==> src/rtl/load_store_unit_if.sv <==
// ============================================================================
// Module      : load_store_unit_if
// Description : Data-memory request/acknowledge bus between the load/store
//               unit (master) and the data memory (slave).
// Revision    : 1.0 - initial release
// ============================================================================
`default_nettype none

interface load_store_unit_if;
    logic        bus_req;    // request, held high for the whole transaction
    logic        bus_we;     // 1 = write
    logic [31:0] bus_addr;   // word-aligned byte address
    logic [3:0]  bus_be;     // little-endian byte enables
    logic [31:0] bus_wdata;  // lane-replicated store data
    logic        bus_ack;    // one-cycle completion pulse
    logic [31:0] bus_rdata;  // read word, valid with bus_ack

    modport master (
        output bus_req,
        output bus_we,
        output bus_addr,
        output bus_be,
        output bus_wdata,
        input  bus_ack,
        input  bus_rdata
    );

    modport slave (
        input  bus_req,
        input  bus_we,
        input  bus_addr,
        input  bus_be,
        input  bus_wdata,
        output bus_ack,
        output bus_rdata
    );
endinterface

`default_nettype wire

==> src/rtl/load_store_unit.sv <==
// ============================================================================
// Module      : load_store_unit
// Description : RV32I data-memory access stage. Launches one bus transaction
//               per load/store, stalls the core while it is outstanding and
//               returns the lane-selected, sign/zero-extended load result.
//               Optional build macro LSU_MISALIGN_TRAP_EN: when defined,
//               misaligned word/half accesses are flagged and never issued;
//               when undefined the offending low address bits are ignored.
// Revision    : 1.0 - initial release
// ============================================================================
`default_nettype none

module load_store_unit (
    input  wire logic        clk,
    input  wire logic        rst,
    input  wire logic        Load,
    input  wire logic        MemWrite,
    input  wire logic [2:0]  Size,
    input  wire logic [31:0] Addr,
    input  wire logic [31:0] WriteData,
    output logic      [31:0] ReadData,
    output logic             Stall,
    output logic             Misaligned,
    load_store_unit_if.master bus
);

    // Access size codes; anything not listed behaves as a word access.
    localparam logic [2:0] c_SIZE_HALF_S = 3'b001;
    localparam logic [2:0] c_SIZE_HALF_U = 3'b010;
    localparam logic [2:0] c_SIZE_BYTE_S = 3'b011;
    localparam logic [2:0] c_SIZE_BYTE_U = 3'b100;

    typedef enum logic [1:0] {
        ST_IDLE = 2'd0,
        ST_REQ  = 2'd1,
        ST_DONE = 2'd2
    } state_t;

    state_t      r_state;
    state_t      w_state_nxt;

    // Latched transaction
    logic        r_req;
    logic        r_we;
    logic [31:0] r_addr;
    logic [3:0]  r_be;
    logic [31:0] r_wdata;
    logic [1:0]  r_offset;
    logic [2:0]  r_size;
    logic [31:0] r_rdata;

    // Request decode
    logic        w_access;
    logic        w_is_half;
    logic        w_is_byte;
    logic        w_misalign;
    logic        w_launch;
    logic        w_complete;
    logic [3:0]  w_be;
    logic [31:0] w_wdata;

    // Load extraction
    logic [31:0] w_rd_shift;
    logic [7:0]  w_rd_byte;
    logic [15:0] w_rd_half;
    logic [31:0] w_rd_ext;

    assign w_access  = Load | MemWrite;
    assign w_is_half = (Size == c_SIZE_HALF_S) || (Size == c_SIZE_HALF_U);
    assign w_is_byte = (Size == c_SIZE_BYTE_S) || (Size == c_SIZE_BYTE_U);

`ifdef LSU_MISALIGN_TRAP_EN
    logic w_is_word;
    assign w_is_word  = !w_is_half && !w_is_byte;
    // A word must sit on a 4-byte boundary and a half on a 2-byte boundary.
    assign w_misalign = w_access &&
                        ((w_is_word && (Addr[1:0] != 2'b00)) ||
                         (w_is_half && Addr[0]));
`else
    // Without trapping, low address bits below the access size are ignored.
    assign w_misalign = 1'b0;
`endif

    // A new access may only start from IDLE; DONE never relaunches so the
    // retiring instruction is not issued twice.
    assign w_launch   = (r_state == ST_IDLE) && w_access && !w_misalign;
    assign w_complete = (r_state == ST_REQ) && bus.bus_ack;

    // Byte-enable generation from the incoming address and size.
    always_comb begin
        w_be = 4'b1111;
        if (w_is_byte) begin
            w_be = 4'b0001 << Addr[1:0];
        end else if (w_is_half) begin
            w_be = Addr[1] ? 4'b1100 : 4'b0011;
        end
    end

    // Replicate store data into every lane so the enabled lane(s) carry it.
    always_comb begin
        w_wdata = WriteData;
        if (w_is_byte) begin
            w_wdata = {4{WriteData[7:0]}};
        end else if (w_is_half) begin
            w_wdata = {2{WriteData[15:0]}};
        end
    end

    // State register.
    always_ff @(posedge clk or posedge rst) begin
        if (rst) begin
            r_state <= ST_IDLE;
        end else begin
            r_state <= w_state_nxt;
        end
    end

    // Next-state logic; ack outside REQ has no effect.
    always_comb begin
        w_state_nxt = r_state;
        case (r_state)
            ST_IDLE: begin
                if (w_launch) begin
                    w_state_nxt = ST_REQ;
                end
            end
            ST_REQ: begin
                if (bus.bus_ack) begin
                    w_state_nxt = ST_DONE;
                end
            end
            ST_DONE: begin
                w_state_nxt = ST_IDLE;
            end
            default: begin
                w_state_nxt = ST_IDLE;
            end
        endcase
    end

    // Capture the transaction at launch and hold it stable for all of REQ.
    always_ff @(posedge clk or posedge rst) begin
        if (rst) begin
            r_req    <= 1'b0;
            r_we     <= 1'b0;
            r_addr   <= 32'd0;
            r_be     <= 4'd0;
            r_wdata  <= 32'd0;
            r_offset <= 2'd0;
            r_size   <= 3'd0;
        end else if (w_launch) begin
            r_req    <= 1'b1;
            r_we     <= MemWrite;
            r_addr   <= {Addr[31:2], 2'b00};
            r_be     <= w_be;
            r_wdata  <= w_wdata;
            r_offset <= Addr[1:0];
            r_size   <= Size;
        end else if (w_complete) begin
            r_req    <= 1'b0;
        end
    end

    // Select the addressed lane of the returned word using the latched offset.
    assign w_rd_shift = bus.bus_rdata >> {r_offset, 3'b000};
    assign w_rd_byte  = w_rd_shift[7:0];
    assign w_rd_half  = r_offset[1] ? bus.bus_rdata[31:16] : bus.bus_rdata[15:0];

    // Sign- or zero-extend the selected lane according to the latched size.
    always_comb begin
        w_rd_ext = bus.bus_rdata;
        case (r_size)
            c_SIZE_HALF_S: w_rd_ext = {{16{w_rd_half[15]}}, w_rd_half};
            c_SIZE_HALF_U: w_rd_ext = {16'd0, w_rd_half};
            c_SIZE_BYTE_S: w_rd_ext = {{24{w_rd_byte[7]}}, w_rd_byte};
            c_SIZE_BYTE_U: w_rd_ext = {24'd0, w_rd_byte};
            default:       w_rd_ext = bus.bus_rdata;
        endcase
    end

    // Load result register: only a completing load updates it.
    always_ff @(posedge clk or posedge rst) begin
        if (rst) begin
            r_rdata <= 32'd0;
        end else if (w_complete && !r_we) begin
            r_rdata <= w_rd_ext;
        end
    end

    assign ReadData      = r_rdata;
    assign Stall         = w_launch || (r_state == ST_REQ);
    assign Misaligned    = !rst && (r_state == ST_IDLE) && w_misalign;

    assign bus.bus_req   = r_req;
    assign bus.bus_we    = r_we;
    assign bus.bus_addr  = r_addr;
    assign bus.bus_be    = r_be;
    assign bus.bus_wdata = r_wdata;

endmodule

`default_nettype wire

==> src/flat_wrapper.sv <==
// flat-port wrapper written by rule: the top's interface ports become plain ports
module load_store_unit_flat 
  (clk, rst, Load, MemWrite, Size, Addr, WriteData, ReadData, Stall, Misaligned, bus_bus_req, bus_bus_we, bus_bus_addr, bus_bus_be, bus_bus_wdata, bus_bus_ack, bus_bus_rdata);
  load_store_unit_if bus_i ();
  input  wire logic clk;
  input  wire logic rst;
  input  wire logic Load;
  input  wire logic MemWrite;
  input  wire logic [2:0] Size;
  input  wire logic [31:0] Addr;
  input  wire logic [31:0] WriteData;
  output logic      [31:0] ReadData;
  output logic Stall;
  output logic Misaligned;
  output wire logic [$bits(bus_i.bus_req)-1:0] bus_bus_req;
  output wire logic [$bits(bus_i.bus_we)-1:0] bus_bus_we;
  output wire logic [$bits(bus_i.bus_addr)-1:0] bus_bus_addr;
  output wire logic [$bits(bus_i.bus_be)-1:0] bus_bus_be;
  output wire logic [$bits(bus_i.bus_wdata)-1:0] bus_bus_wdata;
  input wire logic [$bits(bus_i.bus_ack)-1:0] bus_bus_ack;
  input wire logic [$bits(bus_i.bus_rdata)-1:0] bus_bus_rdata;
  assign bus_bus_req = bus_i.bus_req;
  assign bus_bus_we = bus_i.bus_we;
  assign bus_bus_addr = bus_i.bus_addr;
  assign bus_bus_be = bus_i.bus_be;
  assign bus_bus_wdata = bus_i.bus_wdata;
  assign bus_i.bus_ack = bus_bus_ack;
  assign bus_i.bus_rdata = bus_bus_rdata;
  load_store_unit u_core (.clk(clk), .rst(rst), .Load(Load), .MemWrite(MemWrite), .Size(Size), .Addr(Addr), .WriteData(WriteData), .ReadData(ReadData), .Stall(Stall), .Misaligned(Misaligned), .bus(bus_i));
endmodule
==> config.mk <==
export PLATFORM = sky130hd
export DESIGN_NAME = load_store_unit_flat
export DESIGN_NICKNAME = d
export VERILOG_FILES = /design/src/rtl/load_store_unit_if.sv /design/src/rtl/load_store_unit.sv /design/src/flat_wrapper.sv
export SDC_FILE = /design/constraint.sdc
export NUM_CORES = 1
export LEC_CHECK = 0
export ABC_AREA = 1
export CAP_MARGIN = 10
export CORE_ASPECT_RATIO = 1.25
export CORE_MARGIN = 5
export CORE_UTILIZATION = 45
export CTS_CLUSTER_SIZE = 8
export DETAILED_ROUTE_END_ITERATION = 8
export PLACE_DENSITY_LB_ADDON = 0.1
export SLEW_MARGIN = 20
export SYNTH_ARGS = -nofsm -noshare
export SYNTH_HDL_FRONTEND = slang
export SYNTH_SLANG_ARGS = --single-unit
==> constraint.sdc <==
create_clock -name clk -period 4.7 [get_ports clk]
set_clock_uncertainty 0.1 [all_clocks]
set_input_delay 0.94 -clock clk [delete_from_list [all_inputs] [get_ports clk]]
set_output_delay 0.94 -clock clk [all_outputs]
set_load 0.05 [all_outputs]
* Word level (Yosys, flattened, before mapping) *
Cells that the tools add are included.

word-level totals
  flip-flop bits (word level) = 107
  input port bits = 104
  output and inout bits = 104

operators by class
  multiplexer cells = 12
  reductions and logical operators = 10
  bitwise logic cells = 1
  shift-type cells = 2
  equality and inequality tests = 11

operators by type and width
  operator             number
  $pmux 32 s4          1
  $mux 32              2
  $shr 32x5->8         1
  $mux 16              1
  $eq 3x2->1 const B   4
  $mux 4               3
  $eq 3x1->1 const B   2
  $eq 3x3->1 const B   2
  $mux 2               2
  $pmux 2 s2           1
  $shl 1x2->4 const A  1
  $logic_and 1x1->1    3
  $logic_or 1x1->1     3
  $eq 2x1->1 const B   1
  $logic_not 2->1      1
  $mux 1               2
  $ne 2x1->1 const B   1
  $ne 2x2->1 const B   1
  $reduce_and 2->1     1
  $reduce_bool 2->1    1
  $logic_not 1->1      1
  $or 1x1->1           1

* Depth between registers and ports, before layout *
Gate-level depths: netlist of run 1.

  depth in word-level cells = 4
  mapped depth = 11
  mapped depth without buffers = 9

* Least setup slack after synthesis of run 1 *
No wires, ideal clock.

  kind = input port to output port
  start = in MemWrite
  end = out Stall
  setup slack = 1.797 ns
  cell stages on the path = 4
  arrival time = 1.863 ns
  path buffers = 2
  path through = o21ai_1 -> buf_2 -> buf_2 -> nand2_1

between the ends
  word-level cells in the longest chain between the ends = 3

ends and longest elaborated chain
  what               RTL line                source
  start, declared    flat_wrapper.sv:8       input wire logic MemWrite;
  $or 1x1->1         load_store_unit.sv:68   assign w_access = Load | MemWrite;
  $logic_and 1x1->1  load_store_unit.sv:86   assign w_launch = (r_state == ST_IDLE) && w_access && !w_misalign;
  $logic_or 1x1->1   load_store_unit.sv:191  assign Stall = w_launch || (r_state == ST_REQ);
  end, declared      flat_wrapper.sv:13      output logic Stall;

Every way passes these cells.

* Worst setup path after layout of run 1 *
Ends and elaborated chain as after synthesis.

==> results of run 1 <==
## cell families (layout without fill, tap and decap cells)
kind of cell | count (synthesis) | count (layout) | share of synthesized area, %
flip-flops | 107 | 107 | 48.7
AO/OA/AOI/OAI | 82 | 82 | 7.87
AND/OR/NAND/NOR | 477 | 477 | 35.8
buffers and inverters | 81 | 266 | 7.62
other | 1 | 3 | 0.0682
## stage by stage
| step | hold WS [ns] | util [%] | setup slack [ns] |
|---|---|---|---|
| final | 0.373 | 65.2 | 1.20 |
| after global routing | 0.406 | 65.2 | 1.17 |
| after CTS | 0.382 | 65.2 | 1.20 |
| after detailed placement | 0.364 | 62.6 | 1.20 |
| after global placement | 0.357 | 62.6 | 1.21 |
| after floorplan | 0.395 | - | 0.843 |
## routing by layer
layer	global-route usage (%)	wire length (µm)
met1	27.8	6860
met2	40.0	8520
met3	6.74	1180
met4	10.3	550
met5	0	0
## final timing paths
kind                                            end  slack [ns]          startpoint  cells past startpoint
max                                           Stall        1.20            MemWrite                      4
max in group asynchronous   u_core.bus.bus_addr[18]        2.67                 rst                      3
min reg2reg                      u_core.bus.bus_req        0.37  u_core.bus.bus_req                      2
min                              u_core.bus.bus_req        0.37  u_core.bus.bus_req                      2
max reg2reg                u_core.bus.bus_wdata[28]        2.32   u_core.r_state[0]                      6
min in group asynchronous        u_core.ReadData[5]        1.00                 rst                      2
## worst reg2reg max path: stages, from the launching register on
cell and delay, ns:
dfrtp_1 0.39, nor2_1 0.22, o21ai_4 0.09, buf_4 0.37
inv_2 0.81, nor2_1 0.14, a21oi_1 0.18
## report_power, final
part / switching, mW / internal (mW) / total [mW] / leakage [nW]
combinational: 2.80 / 1.27 / 4.06 / 2.43
sequential: 0.300 / 1.37 / 1.67 / 1.26
clock: 0.358 / 0.434 / 0.792 / 0.151
total: 3.45 / 3.08 / 6.53 / 3.85
## state kept, by name, indices dropped and copies added (netlist names), 2 cells and up
register	count
u_core.ReadData	32
u_core.bus.bus_wdata	32
u_core.bus.bus_addr	30
u_core.bus.bus_be	4
u_core.r_size	3
u_core.r_offset	2
u_core.r_state	2
## area by class of cell
| type | count | share of cell area, % |
|---|---|---|
| clock buffer | 10 | 3.04 |
| clock inverter | 6 | 0.908 |
| inverter | 42 | 2.10 |
| sequential | 107 | 34.1 |
| tap | 164 | 2.61 |
| multi-input combinational | 562 | 30.8 |
| timing repair buffer | 208 | 26.4 |
## Yosys cell counts (all sizes together)
| master | n |
|---|---|
| nand3 | 24 |
| inv | 42 |
| a21oi | 41 |
| conb | 1 |
| or2 | 9 |
| clkbuf | 5 |
| buf | 34 |
| nand2 | 352 |
| nor2 | 92 |
| dfrtp | 107 |
| o21ai | 41 |
==> impl_results.md, run 1 <==
* Status: finished clean
* Crit path cell chain: clkdlybuf4s50_1, o21ai_4, nand2_1, clkdlybuf4s50_1
* Synth Cell Area at 5500 µm²
* Max Slew Vio Count at 0
* Yosys top cell area share at 48.7%
* Initial DRC Count at 248
* Sequential area share after synthesis at 48.7%
* Gr usage total at 23.7%
* FMAX at between 200 and 300 MHz
* CP max-delay cell: clkdlybuf4s50_1
* Peak supply drop at 412 µV
* Tmin final at 3.50 ns
* Root Driver: clkbuf_16
* Placed Cells at 1,083
* CTS buffer count at 9
* Initial core utilization at 45.6%
* CTS tree: built
* Drc violations at 0
* Flops & latches, synth at 107
* CP max FO at 2
* RSZ-0062 raised after global routing: false
* Cells after Synth at 748
* Post-detailed-route count of antenna-violating nets at 0
* Filler Cell Count at 1,113
* H-tree depth at 3
* Clk_lat worst skew at 0.34 ns
* Final setup vio count at 0
* CP Buf/Inv Count at 2
* Layout cell share with drive strength beyond 1 at 7.38%
* Worst min path class: register to register
* Yosys cell types at 25
* Final Hold Fails at 0
* Final WL at between 15,000 and 20,000 µm
* Final Non-Filler Cells at between 1,000 and 1,500
* DRT Pass-1 Iters at 5
* Area growth syn-to-layout at 42.8%
* P_leak at 3.85 nW
* GRT Residual Overflow at 0
* PwrDens at 831 nW/µm²
* Via count at 5,370
* Vias in the first global route at 5,420
* Crit-path leading delay family: buffers and inverters
* Hold Buf Count CTS at 0
* Die area at 14,500 µm²
* Most used cell, CP: clkdlybuf4s50_1
* Yosys warnings at 0
* Slew HR at 37.3%
* Actual slew at the worst max-slew pin at 0.940 ns
* Crit-path max cell delay at 0.83 ns
* Final Cell Area at 7850 µm²
* Largest net degree at the start of global routing at 85
* Syn avg cell area at approximately 7.4 µm²
* Initial antenna violation count at 0
* Crit path capture type: primary output
* Die width at between 100 and 150 µm
* Startpoint Class: input pin
* Nets at 1,034
* Commonest non-fill, non-tap cells in the layout: nand2_1 (348), clkdlybuf4s50_1 (204), dfrtp_1 (107)
* Synth area leader: dfrtp_1
* Fin crit share at 74.4%
* Pwr Total at between 6 and 7 mW
* First-pass GRT wire length at 27,200 µm
* Core area at 12,000 µm²
* Post-DP HPWL at 12,600 µm
* Register area at about 2700 µm²
* DR WL/cell at 15.6 µm
* WS Path Type: input pin to primary output
* Port Buffers at approximately 200
* Dominant cells by area after synthesis: dfrtp_1 (49%), nand2_1 (24%), nor2_1 (4.6%)
* # Post-CTS Setup Buffers at 0
* Worst EP required at about 3.7 ns
* Final TNS setup at 0 ns
* Worst Path Arrival at 2.46 ns
* ANT cells at 0
* Sink Count at around 110
* Placed Area at 7540 µm²
* Placer Congestion at 0.903
* Die height at 134 µm
* Placement Rows at 45
* PostCTS Resize Cnt at 0
* Commonest non-fill, non-tap cell in the layout: nand2_1
* Clock buffer depth at 2
* I/O pin count at 208
* Average vias per placed instance at 4.89
* Area of the multi-input gates at 2420 µm²
* MaxCap Viol Count at 0
* Clock Pin Slew Worst Setup and Hold Paths at approximately 0.070 ns
No activity file was read; power rests on OpenSTA's default activity.
==> run 2: changes to the inputs <==
--- a/config.mk
+++ b/config.mk
@@ -9,7 +9,7 @@
 export CAP_MARGIN = 10
 export CORE_ASPECT_RATIO = 1.25
 export CORE_MARGIN = 5
-export CORE_UTILIZATION = 45
+export CORE_UTILIZATION = 40
 export CTS_CLUSTER_SIZE = 8
 export DETAILED_ROUTE_END_ITERATION = 8
 export PLACE_DENSITY_LB_ADDON = 0.1
==> constraint.sdc (replaced) <==
create_clock -name clk -period 3.2 [get_ports clk]
set_clock_uncertainty 0.1 [all_clocks]
set_input_delay 0.64 -clock clk [delete_from_list [all_inputs] [get_ports clk]]
set_output_delay 0.64 -clock clk [all_outputs]
set_load 0.05 [all_outputs]
==> impl_results.md, run 2 (same netlist as run 1, synthesis figures left out) <==
* Placed Area at 7600 µm² (was 7540 µm²)
* Actual slew at the worst max-slew pin at 0.852 ns (was 0.940 ns)
* Initial DRC Count at 353 (was 248)
* Worst Path Arrival at 1.58 ns (was 2.46 ns)
* Die width at 115 µm (was 109 µm)
* Nets at 1,038 (was 1,034)
* Fin util at 58.1% (was 65.2%)
* P_leak at 3.87 nW (was 3.85 nW)
* CP max FO at 3 (was 2)
* Startpoint Class: register (was input pin)
* Crit-path max cell delay at 0.85 ns (was 0.83 ns)
* GRT Residual Overflow at 0 (unchanged)
* Max Slew Vio Count at 0 (unchanged)
* Net Switching at 5.06 mW (was 3.45 mW)
* Worst min path class: register to register (unchanged)
* Seq pwr share at 25.8% (was 25.6%)
* Fin crit share at 72.5%
* Clock buffer depth at 2 (unchanged)
* First-pass GRT wire length at 28,600 µm (was 27,200 µm)
* Drc violations at 0 (unchanged)
* DR WL/cell at 15.7 µm (was 15.6 µm)
* Average vias per placed instance at 4.85 (was 4.89)
* Worst EP required at 2.46 ns (was 3.66 ns)
* Port Buffers at 204 (unchanged)
* Clk_lat worst skew at 0.33 ns (was 0.34 ns)
* Pwr Total at 9.65 mW (was 6.53 mW)
* FMAX at between 400 and 500 MHz
* Root Driver: clkbuf_16 (unchanged)
* Area growth syn-to-layout at 44.0% (was 42.8%)
* Commonest non-fill, non-tap cell in the layout: nand2_1 (unchanged)
* # Post-CTS Setup Buffers at 0 (unchanged)
* MaxCap Viol Count at 0 (unchanged)
* CP max-delay cell: clkdlybuf4s50_1 (unchanged)
* Crit path capture type: primary output (unchanged)
* Final WL at 17,500 µm (was 17,100 µm)
* Hold Buf Count CTS at 0 (unchanged)
* ANT cells at 0 (unchanged)
* RSZ-0062 raised after global routing: false (unchanged)
* Clock Power Share at 12.5% (was 12.1%)
* Core area at 13,600 µm² (was 12,000 µm²)
* Tmin final at 2.32 ns
* Final Cell Area at 7920 µm² (was 7850 µm²)
* Sink Count at 107 (unchanged)
* Logic pwr share at 61.7% (was 62.2%)
* Clock Pin Slew Worst Setup and Hold Paths at 0.06 ns (was 0.07 ns)
* I/O pin count at 208 (unchanged)
* Die area at 16,200 µm² (was 14,500 µm²)
* Die height at 141 µm (was 134 µm)
* H-tree depth at 3 (unchanged)
* Placement Rows at 48 (was 45)
* Peak supply drop at 622 µV (was 412 µV)
* CTS buffer count at 9 (unchanged)
* Crit path cell chain: clkdlybuf4s50_1 (was clkdlybuf4s50_1, o21ai_4, nand2_1, clkdlybuf4s50_1)
* Initial antenna violation count at 0 (unchanged)
* PostCTS Resize Cnt at 0 (unchanged)
* Initial core utilization at 40.3% (was 45.6%)
* Layout cell share with drive strength beyond 1 at 7.77% (was 7.38%)
* Post-DP HPWL at 13,200 µm (was 12,600 µm)
* Final TNS setup at 0 ns (unchanged)
* Commonest non-fill, non-tap cells in the layout: nand2_1 (348), clkdlybuf4s50_1 (203), dfrtp_1 (107) (was nand2_1 (348), clkdlybuf4s50_1 (204), dfrtp_1 (107))
* PwrDens at 1220 nW/µm² (was 831 nW/µm²)
* Sw Share at 52.4% (was 52.9%)
* Via count at 5,408 (was 5,370)
* DRT Pass-1 Iters at 5 (unchanged)
* Largest net degree at the start of global routing at 65 (was 85)
* Crit-path leading delay family: buffers and inverters (unchanged)
* CP Buf/Inv Count at 1 (was 2)
* WS Path Type: register to primary output (was input pin to primary output)
* Slew HR at 43.2% (was 37.3%)
* Int Power at 4.59 mW (was 3.08 mW)
* Vias in the first global route at 5,614 (was 5,420)
* Final Hold Fails at 0 (unchanged)
* Final setup vio count at 0 (unchanged)
* CTS tree: built (unchanged)
* Placer Congestion at 0.868 (was 0.903)
* Status: finished clean (unchanged)
* Gr usage total at 22.1% (was 23.7%)
* Post-detailed-route count of antenna-violating nets at 0 (unchanged)
run 2: power groups by stage:
stage	logic [mW]	registers (mW)	clock network, mW
final	5.96	2.49	1.21
after CTS	6.03	2.49	1.25
after detailed placement	6.01	2.50	0
after floorplan	2.10	4.53	0
after global routing	6.41	2.58	1.30
after global placement	5.95	2.48	0
run 2: worst paths after layout:
path | startpoint | to | slack (ns) | cells after the start
min in group asynchronous | rst | u_core.bus.bus_wdata[19] | 0.59 | 2
worst min-delay path | u_core.bus.bus_req | u_core.bus.bus_req | 0.37 | 2
worst min register to register | u_core.bus.bus_req | u_core.bus.bus_req | 0.37 | 2
max in group asynchronous | rst | u_core.bus.bus_addr[14] | 1.71 | 3
worst max-delay path | u_core.bus.bus_we | bus_bus_we | 0.88 | 1
worst max register to register | u_core.r_offset[1] | u_core.ReadData[18] | 1.05 | 7
run 2: routing by layer:
metal  global-route usage (%)  up-vias  part of all wire [%]
li1                         -     2659                     -
met1                     27.2     2520                    39
met2                     36.9      203                    50
met3                     6.53       26                   8.4
met4                     7.35        0                   2.4
met5                        0        -                     0
run 2: cell type report:
type                    instances  area [µm²]
fillers                      1329        5710
flip-flops and latches        107        2680
multi-input cells             562        2420
repair buffers                212        2110
clock buffers                  10         229
well taps                     175         219
inverters                      42         166
clock inverters                 6        96.3
run 2: stage by stage:
step                      hold slack (ns)  instances  setup WS [ns]
final                               0.374       1114          0.880
after global routing                0.403       1114          0.823
after CTS                           0.379       1114          0.867
after detailed placement            0.362       1098          0.764
after global placement              0.363       1098          0.866
after floorplan                     0.395        750          0.897
==> run 3: changes to the inputs <==
==> constraint.sdc (replaced) <==
create_clock -name clk -period 1.9 [get_ports clk]
set_clock_uncertainty 0.1 [all_clocks]
set_input_delay 0.38 -clock clk [delete_from_list [all_inputs] [get_ports clk]]
set_output_delay 0.38 -clock clk [all_outputs]
set_load 0.05 [all_outputs]
==> impl_results.md, run 3 (same netlist as run 1, synthesis figures left out) <==
* Vias in the first global route at 5,721 (was 5,614)
* CP Buf/Inv Count at 2 (was 1)
* Seq pwr share at 25.6% (was 25.8%)
* Crit path capture type: primary output (unchanged)
* Post-detailed-route count of antenna-violating nets at 0 (unchanged)
* Clock buffer depth at 2 (unchanged)
* Commonest non-fill, non-tap cell in the layout: nand2_1 (unchanged)
* Logic pwr share at 62.9% (was 61.7%)
* CP max FO at 5 (was 3)
* Placer Congestion at 0.822 (was 0.868)
* DRT met1 WL at 6900 µm (was 6920 µm)
* Clk_lat worst skew at 0.35 ns (was 0.33 ns)
* H-tree depth at 3 (unchanged)
* Commonest non-fill, non-tap cells in the layout: nand2_1 (348), buf_4 (121), dfrtp_1 (107) (was nand2_1 (348), clkdlybuf4s50_1 (203), dfrtp_1 (107))
* Final TNS setup at 0 ns (unchanged)
* Clock Power Share at 11.5% (was 12.5%)
* Int Power at 7.33 mW (was 4.59 mW)
* Initial core utilization at 40.3% (unchanged)
* Crit-path leading delay family: buffers and inverters (unchanged)
* Initial DRC Count at 272 (was 353)
* Area growth syn-to-layout at 42.0% (was 44.0%)
* Peak supply drop at 1000 µV (was 622 µV)
* Via count at 5,409 (was 5,408)
* Highest metal used: met4 (unchanged)
* Startpoint Class: input pin (was register)
* CTS tree: built (unchanged)
* Root Driver: clkbuf_16 (unchanged)
* Clock Pin Slew Worst Setup and Hold Paths at 0.07 ns (was 0.06 ns)
* Max Slew Vio Count at 0 (unchanged)
* MaxCap Viol Count at 0 (unchanged)
* Drc violations at 0 (unchanged)
* RSZ-0062 raised after global routing: false (unchanged)
* Largest net degree at the start of global routing at 66 (was 65)
* Sw Share at 54.2% (was 52.4%)
* Nets at 1,055 (was 1,038)
* Final setup vio count at 0 (unchanged)
* PwrDens at 2050 nW/µm² (was 1220 nW/µm²)
* DRT Pass-1 Iters at 5 (unchanged)
* Worst Path Arrival at 1.37 ns (was 1.58 ns)
* Fin crit share at 97.6%
* Die width at 115 µm (unchanged)
* Core area at 13,600 µm² (unchanged)
* First-pass GRT wire length at 28,500 µm (was 28,600 µm)
* Sink Count at 107 (unchanged)
* DR WL met2 at 9070 µm (was 8720 µm)
* Layout cell share with drive strength beyond 1 at 20.0% (was 7.77%)
* Final Hold Fails at 0 (unchanged)
* Gr usage total at 22.1% (about the same)
* Fin util at 57.3% (was 58.1%)
* DR WL/cell at 15.7 µm (about the same)
* Average vias per placed instance at 4.78 (was 4.85)
* Port Buffers at 204 (unchanged)
* FMAX at around 540 MHz
* Crit-path max cell delay at 0.47 ns (was 0.85 ns)
* Hold Buf Count CTS at 0 (unchanged)
* Tmin final at 1.85 ns
* Worst min path class: input pin to asynchronous set/reset pin (was register to register)
* Net Switching at 8.68 mW (was 5.06 mW)
* P_leak at 4.05 nW (was 3.87 nW)
* Die height at 141 µm (unchanged)
* GRT Residual Overflow at 0 (unchanged)
* ANT cells at 0 (unchanged)
* Worst EP required at 1.42 ns (was 2.46 ns)
* Crit path cell chain: clkdlybuf4s50_1, o21ai_4, nand2_1, buf_4 (was clkdlybuf4s50_1)
* Final WL at 17,700 µm (was 17,500 µm)
* Initial antenna violation count at 0 (unchanged)
* Met3 wire len at 1340 µm (was 1470 µm)
* Placement Rows at 48 (unchanged)
* WS Path Type: input pin to primary output (was register to primary output)
* CTS buffer count at 9 (unchanged)
* Post-DP HPWL at 13,500 µm (was 13,200 µm)
* CP max-delay cell: clkdlybuf4s50_1 (unchanged)
* Die area at 16,200 µm² (unchanged)
* Status: finished clean (unchanged)
* I/O pin count at 208 (unchanged)
[run 3: power by group through the flow]
stage	clock network [mW]	registers, mW	logic (mW)
6_report	1.84	4.10	10.1
3_5_place_dp	0	4.12	10.2
5_1_grt	1.97	4.24	10.8
4_1_cts	1.90	4.11	10.2
3_3_place_gp	0	4.11	10.1
2_1_floorplan	0	7.62	3.54
[run 3: what timing repair did]
item / in CTS / in global routing
setup buffers: 0 / 0
gates resized for setup: 0 / 1
endpoints found under the setup margin: 0 / 1
hold endpoints to repair: 0 / 0
[run 3: worst min-delay path, cell delays in order]
cell             delay (ns)
clkdlybuf4s50_1        0.44
clkinvlp_4             0.11
buf_4                  0.25
[run 3: worst paths after layout]
| kind | startpoint | end | slack [ns] | cells after the start |
|---|---|---|---|---|
| worst max-delay path | MemWrite | Stall | 0.05 | 4 |
| worst min-delay path | rst | u_core.ReadData[7] | 0.36 | 3 |
| worst max register to register | u_core.r_offset[1] | u_core.ReadData[26] | 0.30 | 7 |
| worst min register to register | u_core.bus.bus_req | u_core.bus.bus_req | 0.37 | 2 |
| max in group asynchronous | rst | u_core.ReadData[1] | 1.02 | 3 |
| min in group clk | u_core.bus.bus_req | u_core.bus.bus_req | 0.37 | 2 |
[run 3: layout make-up]
class	instances	area (µm²)
tap	175	219
multi-input combinational	562	2420
clock buffer	10	229
clock inverter	6	56.3
fill	1312	5820
sequential	107	2680
inverter	42	166
timing repair buffer	229	2040
[run 3: per-stage QoR]
stage / setup slack, ns / power, mW / instances / instance area (µm²) / hold slack [ns]
after detailed placement: -0.0582 / 14.3 / 1115 / 7520 / 0.362
after floorplan: 0.117 / 11.2 / 750 / 5510 / 0.387
final: 0.0464 / 16.0 / 1131 / 7810 / 0.360
after CTS: 0.00720 / 16.2 / 1131 / 7810 / 0.362
after global placement: -0.0396 / 14.2 / 1115 / 7520 / 0.357
after global routing: 0.0162 / 17.1 / 1131 / 7810 / 0.395
[run 3: per-layer routing]
layer	up-vias	track usage, %
met4	0	6.49
li1	2698	-
met1	2505	25.7
met2	181	39.5
met5	-	0
met3	25	5.62
